File: src/rtl/rf_wb_arbiter_if.sv
// ============================================================================
// Module   : rf_wb_arbiter_if
// Purpose  : Bundles the writeback request handshake and the register-file
//            write port of rf_wb_arbiter.
//            - slave  : the arbiter side (consumes requests, drives the RF port)
//            - master : the requester / environment side
// Signals  : hold_i       grant blocker
//            req_valid_i  per-requester request
//            req_ready_o  per-requester accept (combinational)
//            req_adr_i    packed destination addresses, NB_REGS bits each
//            req_data_i   packed write data, XLEN bits each
//            write_*_o    register file write port
//            busy_o       one-hot of the register held in the output stage
//            grant_id_o   requester that produced the output-stage entry
// Revision : 1.0  initial release
// ============================================================================
`default_nettype none

interface rf_wb_arbiter_if #(
    parameter int NB_REQ  = 3,
    parameter int XLEN    = 32,
    parameter int NB_REGS = 5
);
    localparam int c_ID_W = $clog2(NB_REQ);
    localparam int c_NREG = 2 ** NB_REGS;

    logic                        hold_i;
    logic [NB_REQ-1:0]           req_valid_i;
    logic [NB_REQ-1:0]           req_ready_o;
    logic [NB_REQ*NB_REGS-1:0]   req_adr_i;
    logic [NB_REQ*XLEN-1:0]      req_data_i;
    logic                        write_valid_o;
    logic [NB_REGS-1:0]          write_adr_o;
    logic [XLEN-1:0]             write_data_o;
    logic [c_NREG-1:0]           busy_o;
    logic [c_ID_W-1:0]           grant_id_o;

    modport slave (
        input  hold_i,
        input  req_valid_i,
        output req_ready_o,
        input  req_adr_i,
        input  req_data_i,
        output write_valid_o,
        output write_adr_o,
        output write_data_o,
        output busy_o,
        output grant_id_o
    );

    modport master (
        output hold_i,
        output req_valid_i,
        input  req_ready_o,
        output req_adr_i,
        output req_data_i,
        input  write_valid_o,
        input  write_adr_o,
        input  write_data_o,
        input  busy_o,
        input  grant_id_o
    );

endinterface : rf_wb_arbiter_if

`default_nettype wire

File: src/rtl/rf_wb_arbiter.sv
// ============================================================================
// Module   : rf_wb_arbiter
// Purpose  : Shares the single register-file write port between NB_REQ
//            writeback requesters. Round-robin arbitration picks one request
//            per cycle; the winner is registered in a one-entry output stage
//            that drives the RF write port one cycle after acceptance and
//            exports a one-hot busy map of the in-flight destination.
// Ports    : clk    rising-edge clock
//            reset  asynchronous active-high reset
//            bus    rf_wb_arbiter_if.slave (requests in, RF write port out)
// Revision : 1.0  initial release
// ============================================================================
`default_nettype none

module rf_wb_arbiter #(
    parameter int NB_REQ  = 3,
    parameter int XLEN    = 32,
    parameter int NB_REGS = 5
) (
    input  wire logic          clk,
    input  wire logic          reset,
    rf_wb_arbiter_if.slave     bus
);

    localparam int                  c_ID_W       = $clog2(NB_REQ);
    localparam int                  c_NREG       = 2 ** NB_REGS;
    // Pointer arithmetic is done one bit wider so ptr + offset never overflows
    // before the explicit wrap (needed when NB_REQ is not a power of two).
    localparam logic [c_ID_W:0]     c_NB_REQ_EXT = (c_ID_W + 1)'(NB_REQ);
    localparam logic [c_ID_W-1:0]   c_LAST_ID    = c_ID_W'(NB_REQ - 1);

    // ------------------------------------------------------------------------
    // State
    // ------------------------------------------------------------------------
    logic [c_ID_W-1:0]   rr_ptr_q,    rr_ptr_d;
    logic                out_valid_q, out_valid_d;
    logic [NB_REGS-1:0]  out_adr_q,   out_adr_d;
    logic [XLEN-1:0]     out_data_q,  out_data_d;
    logic [c_ID_W-1:0]   out_id_q,    out_id_d;

    // ------------------------------------------------------------------------
    // Combinational arbitration
    // ------------------------------------------------------------------------
    logic [c_ID_W:0]     w_idx;
    logic                w_found;
    logic [c_ID_W-1:0]   w_gnt_id;
    logic                w_grant_ok;
    logic [NB_REQ-1:0]   w_ready;
    logic [NB_REGS-1:0]  w_gnt_adr;
    logic [XLEN-1:0]     w_gnt_data;
    logic [c_NREG-1:0]   w_busy;

    // Scan from rr_ptr_q upwards with wrap; the first valid index wins.
    always_comb begin : p_arbitrate
        w_idx    = '0;
        w_found  = 1'b0;
        w_gnt_id = '0;
        for (int i = 0; i < NB_REQ; i++) begin
            w_idx = {1'b0, rr_ptr_q} + (c_ID_W + 1)'(i);
            if (w_idx >= c_NB_REQ_EXT) begin
                w_idx = w_idx - c_NB_REQ_EXT;
            end
            if (!w_found && bus.req_valid_i[w_idx[c_ID_W-1:0]]) begin
                w_found  = 1'b1;
                w_gnt_id = w_idx[c_ID_W-1:0];
            end
        end
    end

    // Reset is folded in combinationally so no request is acknowledged while
    // the block is held in reset.
    assign w_grant_ok = w_found & ~bus.hold_i & ~reset;

    always_comb begin : p_ready
        w_ready = '0;
        if (w_grant_ok) begin
            w_ready[w_gnt_id] = 1'b1;
        end
    end

    assign w_gnt_adr  = bus.req_adr_i [w_gnt_id * NB_REGS +: NB_REGS];
    assign w_gnt_data = bus.req_data_i[w_gnt_id * XLEN    +: XLEN];

    // ------------------------------------------------------------------------
    // Next-state logic
    // ------------------------------------------------------------------------
    always_comb begin : p_next
        rr_ptr_d    = rr_ptr_q;
        out_valid_d = 1'b0;         // the RF always drains the stage
        out_adr_d   = out_adr_q;
        out_data_d  = out_data_q;
        out_id_d    = out_id_q;
        if (w_grant_ok) begin
            rr_ptr_d    = (w_gnt_id == c_LAST_ID) ? '0 : w_gnt_id + 1'b1;
            out_adr_d   = w_gnt_adr;
            out_data_d  = w_gnt_data;
            out_id_d    = w_gnt_id;
            // x0 is hard-wired zero: accept the request but never write it.
            out_valid_d = |w_gnt_adr;
        end
    end

    always_ff @(posedge clk or posedge reset) begin : p_state
        if (reset) begin
            rr_ptr_q    <= '0;
            out_valid_q <= 1'b0;
            out_adr_q   <= '0;
            out_data_q  <= '0;
            out_id_q    <= '0;
        end else begin
            rr_ptr_q    <= rr_ptr_d;
            out_valid_q <= out_valid_d;
            out_adr_q   <= out_adr_d;
            out_data_q  <= out_data_d;
            out_id_q    <= out_id_d;
        end
    end

    // ------------------------------------------------------------------------
    // Busy map: one-hot of the destination currently in the output stage.
    // ------------------------------------------------------------------------
    generate
        for (genvar i = 0; i < c_NREG; i++) begin : g_busy
            assign w_busy[i] = out_valid_q & (out_adr_q == NB_REGS'(i));
        end
    endgenerate

    // ------------------------------------------------------------------------
    // Outputs
    // ------------------------------------------------------------------------
    assign bus.req_ready_o   = w_ready;
    assign bus.write_valid_o = out_valid_q;
    assign bus.write_adr_o   = out_adr_q;
    assign bus.write_data_o  = out_data_q;
    assign bus.grant_id_o    = out_id_q;
    assign bus.busy_o        = w_busy;

endmodule : rf_wb_arbiter

`default_nettype wire

File: src/flat_wrapper.sv
// flat-port wrapper written by rule: the top's interface ports become plain ports
module rf_wb_arbiter_flat 
#(
    parameter int NB_REQ  = 3,
    parameter int XLEN    = 32,
    parameter int NB_REGS = 5
)
  (clk, reset, bus_hold_i, bus_req_valid_i, bus_req_ready_o, bus_req_adr_i, bus_req_data_i, bus_write_valid_o, bus_write_adr_o, bus_write_data_o, bus_busy_o, bus_grant_id_o);
  rf_wb_arbiter_if #(.NB_REQ(NB_REQ), .XLEN(XLEN), .NB_REGS(NB_REGS)) bus_i ();
  input  wire logic clk;
  input  wire logic reset;
  input wire logic [$bits(bus_i.hold_i)-1:0] bus_hold_i;
  input wire logic [$bits(bus_i.req_valid_i)-1:0] bus_req_valid_i;
  output wire logic [$bits(bus_i.req_ready_o)-1:0] bus_req_ready_o;
  input wire logic [$bits(bus_i.req_adr_i)-1:0] bus_req_adr_i;
  input wire logic [$bits(bus_i.req_data_i)-1:0] bus_req_data_i;
  output wire logic [$bits(bus_i.write_valid_o)-1:0] bus_write_valid_o;
  output wire logic [$bits(bus_i.write_adr_o)-1:0] bus_write_adr_o;
  output wire logic [$bits(bus_i.write_data_o)-1:0] bus_write_data_o;
  output wire logic [$bits(bus_i.busy_o)-1:0] bus_busy_o;
  output wire logic [$bits(bus_i.grant_id_o)-1:0] bus_grant_id_o;
  assign bus_i.hold_i = bus_hold_i;
  assign bus_i.req_valid_i = bus_req_valid_i;
  assign bus_req_ready_o = bus_i.req_ready_o;
  assign bus_i.req_adr_i = bus_req_adr_i;
  assign bus_i.req_data_i = bus_req_data_i;
  assign bus_write_valid_o = bus_i.write_valid_o;
  assign bus_write_adr_o = bus_i.write_adr_o;
  assign bus_write_data_o = bus_i.write_data_o;
  assign bus_busy_o = bus_i.busy_o;
  assign bus_grant_id_o = bus_i.grant_id_o;
  rf_wb_arbiter #(.NB_REQ(NB_REQ), .XLEN(XLEN), .NB_REGS(NB_REGS)) u_core (.clk(clk), .reset(reset), .bus(bus_i));
endmodule
File: config.mk
export PLATFORM = sky130hd
export DESIGN_NAME = rf_wb_arbiter_flat
export DESIGN_NICKNAME = d
export VERILOG_FILES = /design/src/rtl/rf_wb_arbiter_if.sv /design/src/rtl/rf_wb_arbiter.sv /design/src/flat_wrapper.sv
export SDC_FILE = /design/constraint.sdc
export NUM_CORES = 1
export LEC_CHECK = 0
export CAP_MARGIN = 30
export CORE_ASPECT_RATIO = 1.4
export CORE_MARGIN = 5
export CORE_UTILIZATION = 40
export DETAILED_ROUTE_END_ITERATION = 7
export HOLD_SLACK_MARGIN = 0.08
export PLACE_DENSITY = 0.95
export SKIP_CTS_REPAIR_TIMING = 1
export SKIP_LAST_GASP = 1
export SYNTH_ARGS = -nofsm -noshare
export SYNTH_HDL_FRONTEND = slang
export SYNTH_SLANG_ARGS = --single-unit
File: constraint.sdc
create_clock -name clk -period 4.7 [get_ports clk]
set_clock_uncertainty 0.05 [all_clocks]
set_input_delay 0.47 -clock clk [delete_from_list [all_inputs] [get_ports clk]]
set_output_delay 0.47 -clock clk [all_outputs]
set_load 0.03 [all_outputs]
* Word-level counts from Yosys, hierarchy flattened
Cells that the tools add are included.
Word-level totals: output and inout bits 75, word-level logic and storage cells 117, RAM bits 0, memory bits (read-only) 0, memories 0, bits in latches 0, flip-flop bits (word level) 42
Operators by class: add/subtract/negate cells 6, equality and inequality tests 32, mux-type cells 20, reduce and logical (&&, ||, !) cells 7, shift operators 2, multipliers 1, divide/modulo/power cells 0, bitwise logic cells 36, magnitude comparators 8
Operators with widths (count):
- $shiftx 96x8->32 | 1
- $eq 5x5->1 const B | 16
- $eq 5x4->1 const B | 8
- $and 1x1->1 | 34
- $eq 5x3->1 const B | 4
- $shiftx 15x6->5 | 1
- $mux 2 | 7
- $lt 2x3->1 const B | 4
- $eq 5x2->1 const B | 2
- $mux 1 | 8
- $bmux 1 s2 | 3
- $ge 3x2->1 const B | 2
- $sub 2x2->2 const B | 3
- $eq 5x1->1 const B | 1
- $logic_not 5->1 | 1
- $mul 2x3->5 const B | 1
- $reduce_or 5->1 | 1
- $add 2x1->3 const B | 1
- $add 2x2->3 const B | 1
- $logic_and 1x1->1 | 3
- $mux 3 | 1
- $add 2x1->2 const B | 1
- $demux 1 s2 | 1
- $eq 2x2->1 const B | 1
- 4 further kinds | 6

* Logic depth before layout (Yosys ltp)
depth after elaboration 16, mapped depth 11, mapped depth without buffers 8

* Worst setup path after synthesis
OpenSTA, ideal clock, no wires.
path type register -> output, from register u_core.rr_ptr_q[1], to output bus_req_ready_o[2], stages on the path, launching flop included 10, path buffers 2, path slack 1472 ps, arrival 2708 ps, required time 4180 ps, path through dfrtp_1 > inv_1 > ha_1 > buf_6 > mux2_4 > mux2i_4 > mux2i_1 > nand2_1 > clkbuf_1 > nor3_1
On the way: cells in the longest elaborated chain, start to end 16, elaborated cells between the ends (all ways) 35, classes of those cells add/sub: 5; order compare: 5; mux: 18; bitwise: 2; reduce/logical: 5
Ends and longest elaborated chain:
- start: declaration | line rf_wb_arbiter.sv:35 | logic [c_ID_W-1:0] rr_ptr_q, rr_ptr_d;
- start signal: assignment | line rf_wb_arbiter.sv:111 | rr_ptr_q <= rr_ptr_d;
- branches (longest 15 deep; another with $add 2x1->3)
- $mux 3 (*) | line rf_wb_arbiter.sv:76 | if (w_grant_ok) begin
- end: declaration | line flat_wrapper.sv:14 | output wire logic [$bits(bus_i.req_ready_o)-1:0] bus_req_ready_o;
Every way passes the cells marked *. The select of a mux whose other input is x is not followed.

* Worst setup path in the final report
from register u_core.rr_ptr_q[1], to output bus_req_ready_o[1]
Same word-level chain as after synthesis.

==> qor.yml <==
run_status:
  status: "completed"
synthesis:
  yosys_warnings: 0
  synth_compound_area_frac: 0.284
  synthTopCellsByArea: "dfrtp_1, a211oi_1, o21ai_0"
  yosys.area_share.simple: 0.236
  synthFlopType: "dfrtp_1"
  yosys-mux-area-fraction: 0.0566
  synth_top_family_by_area: "compound AO/OA/AOI/OAI gates"
  yosysTopAreaCell: "dfrtp_1"
  yosys_register_bits: 42
  ys_types: 47
  synth_edf_count: 0
  syn_nets: 491
  synth_top_area_share: 0.355
  async_flop_share: 1.00
  seq_area_frac_synth: 0.355
  synth_xor_area_frac: 0
  synth.avg_cell_area_um2: 8.00
  netlist_area_um2: 2960
  synthAdderAreaFrac: 0.0169
  syn_inst: 370
clock_tree:
  cts-buffers-inserted: 5
  root_buffer: "clkbuf_8"
  clk-insertion-delay-late_ns: 0.28
  clk_pin_slew_ns: 0.08
  cts.sinks: 42
  cts_tree: "yes"
  cts.htree.levels: 2
  clock_path_buffers: 2
finish:
  regArea_um2: 1050
  final_cell_mix: "clkdlybuf4s50_1, nand2_1, o21ai_0"
  nNetsFinal: 664
  antenna_cells: 0
  multiInputGateArea_um2: 1790
  areaGrowthSynthToFinish_pct: 70.0
  drive_gt1_frac: 0.0607
  final_common_cell: "clkdlybuf4s50_1"
  fillers: 613
floorplan:
  core_um2: 7270
  initial_core_util: 0.407
  core.rowCount: 37
  die_area_um2: 9250
  io_pins: 192
  die_y_um: 112
  fp.dieW_um: 82.7
power_and_ir_drop:
  p_sw_frac: 0.494
  ir_drop_v: 0.000319
  clkPwrFrac: 0.080
  powerDensity_nw_per_um2: 596
  p_leak_nw: 2.00
  internal_power_mw: 1.52
  seqPwrFrac: 0.217
  pwr-share-comb: 0.703
  p_switching_mw: 1.48
placed_design:
  port_buffers: 191
  dp_hpwl_um: 8840
  dp_slack_ns: 0.949
  gp_congestion: 0.920
grt:
  grt_antenna_before_repair: 0
  grt_pass1_vias: 3620
  overflow: 0
  grt_max_degree: 43
  grt_util_all_layers: 0.231
  grt_pass1_wl_um: 16900
routing:
  drt-vias-per-instance: 5.57
  drt_drc_violations_left: 0
  vias: 3570
  ant_nets: 0
  dr.pass1.iters: 4
  avgRoutedWirePerCell_um: 17.2
  drt_wl_total_um: 11000
  drt_iter0_markers: 182
timing:
  slew_violations: 0
  setup_tns_ns: 0
  slew_headroom: 0.424
  grt_setup_unrepaired: "no"
  finalCritPeriodShare: 0.824
  finalHoldViolCount: 0
  worst_slew_pin_slew_ns: 0.863
  fmax_ghz: 0.258
  setup_violations: 0
  fin_crit_ns: 3.87
  setup_ws_ns: 0.826
critical_path:
  worstPathMaxFanout: 18
  r2r_setup_slack_ns: 1.63
  r2r_end: "u_core.bus.write_data_o[3]$_DFFE_PP0P_"
  rr_worst_depth: 9
  rr_startpoint: "u_core.rr_ptr_q[1]$_DFFE_PP0P_"
  end_kind: "output port"
  crit_path_start_kind: "flop"
  path_class: "reg2out"
  cp.required_ns: 4.18
  cp_data_arrival_time_ns: 3.35
hold_path:
  hold_class: "reg2reg"
  whs_endpoint: "u_core.bus.write_data_o[29]$_DFFE_PP0P_"
  whs_path_depth: 2
  min_from: "u_core.bus.write_data_o[29]$_DFFE_PP0P_"
run:
  maxCapViolCount: 0
## through the flow
step | hold slack, ns | instances | instance area, um^2 | util | power (mW)
6_report | 0.435 | 641 | 5030 | 0.693 | 3.00
5_1_grt | 0.466 | 641 | 5030 | 0.693 | 3.23
4_1_cts | 0.445 | 641 | 5030 | 0.693 | 3.02
3_5_place_dp | 0.427 | 633 | 4940 | 0.680 | 2.77
3_3_place_gp | 0.413 | 633 | 4940 | 0.680 | 2.71
2_1_floorplan | 0.476 | 370 | 2960 | - | 2.02
## worst max path at each step
stage,startpoint,end,slack [ns],cells past startpoint
final,u_core.rr_ptr_q[1]$_DFFE_PP0P_,bus_req_ready_o[1],0.83,8
after global routing,u_core.rr_ptr_q[1]$_DFFE_PP0P_,bus_req_ready_o[1],0.51,8
after CTS,u_core.rr_ptr_q[1]$_DFFE_PP0P_,bus_req_ready_o[1],0.78,8
after detailed placement,bus_req_valid_i[1],bus_req_ready_o[1],0.95,7
after global placement,bus_req_valid_i[2],bus_req_ready_o[2],1.02,7
after floorplan,u_core.rr_ptr_q[1]$_DFFE_PP0P_,bus_req_ready_o[2],1.47,9
## state kept, by name, indices dropped and copies added (netlist names)
register	count
u_core.bus.write_adr_o	5
u_core.bus.write_data_o	32
u_core.rr_ptr_q	2
u_core.bus.write_valid_o	1
u_core.bus.grant_id_o	2
## cells in the mapped netlist, types with 4 or more instances
master    number
mux2i_1        7
and3_1        32
clkbuf_1      20
buf_2         10
dfrtp_1       42
o21ai_0       44
nor2b_1        5
nand2_1       44
nand3_1        4
mux2_2         4
nor2_1        41
nand2b_1       6
a21oi_1        4
o21ai_1       23
a211oi_1      32
ha_1           4
## cell type report
cell class	count	share of cell area
repair buffers	197	0.391
multi-input cells	293	0.355
flip-flops and latches	42	0.209
well taps	97	0.0241
clock buffers	6	0.0164
inverters	4	0.00298
clock inverters	2	0.00249
## worst max-delay path, stage by stage (launching register included)
cell             delay, ns
dfrtp_1               0.42
inv_1                 0.09
ha_1                  0.38
mux2_4                0.36
nand2b_1              0.11
a211oi_1              0.11
a21oi_2               0.59
o2111a_1              0.33
clkdlybuf4s50_1       0.68
## layer usage
metal | vias to the layer above | global-route usage | share of wire
li1 | 1683 | - | -
met1 | 1645 | 0.231 | 0.33
met4 | 0 | 0.101 | 0.044
met5 | - | 0 | 0
met2 | 196 | 0.430 | 0.53
met3 | 46 | 0.0591 | 0.099
## cell families (layout without fill, tap and decap cells)
family | count (synthesis) | count (layout)
buf+inv | 35 | 209
mux | 14 | 14
flops | 42 | 42
compound gates | 129 | 129
fa+ha+maj | 4 | 4
simple gates | 146 | 146
## power groups by stage
stage | sequential, mW | combinational [mW] | clock (mW)
after floorplan | 0.965 | 1.05 | 0
after global placement | 0.643 | 2.07 | 0
after detailed placement | 0.656 | 2.12 | 0
after CTS | 0.651 | 2.12 | 0.248
after global routing | 0.680 | 2.29 | 0.263
final | 0.651 | 2.11 | 0.240
Power figures use the tool's default switching activity.
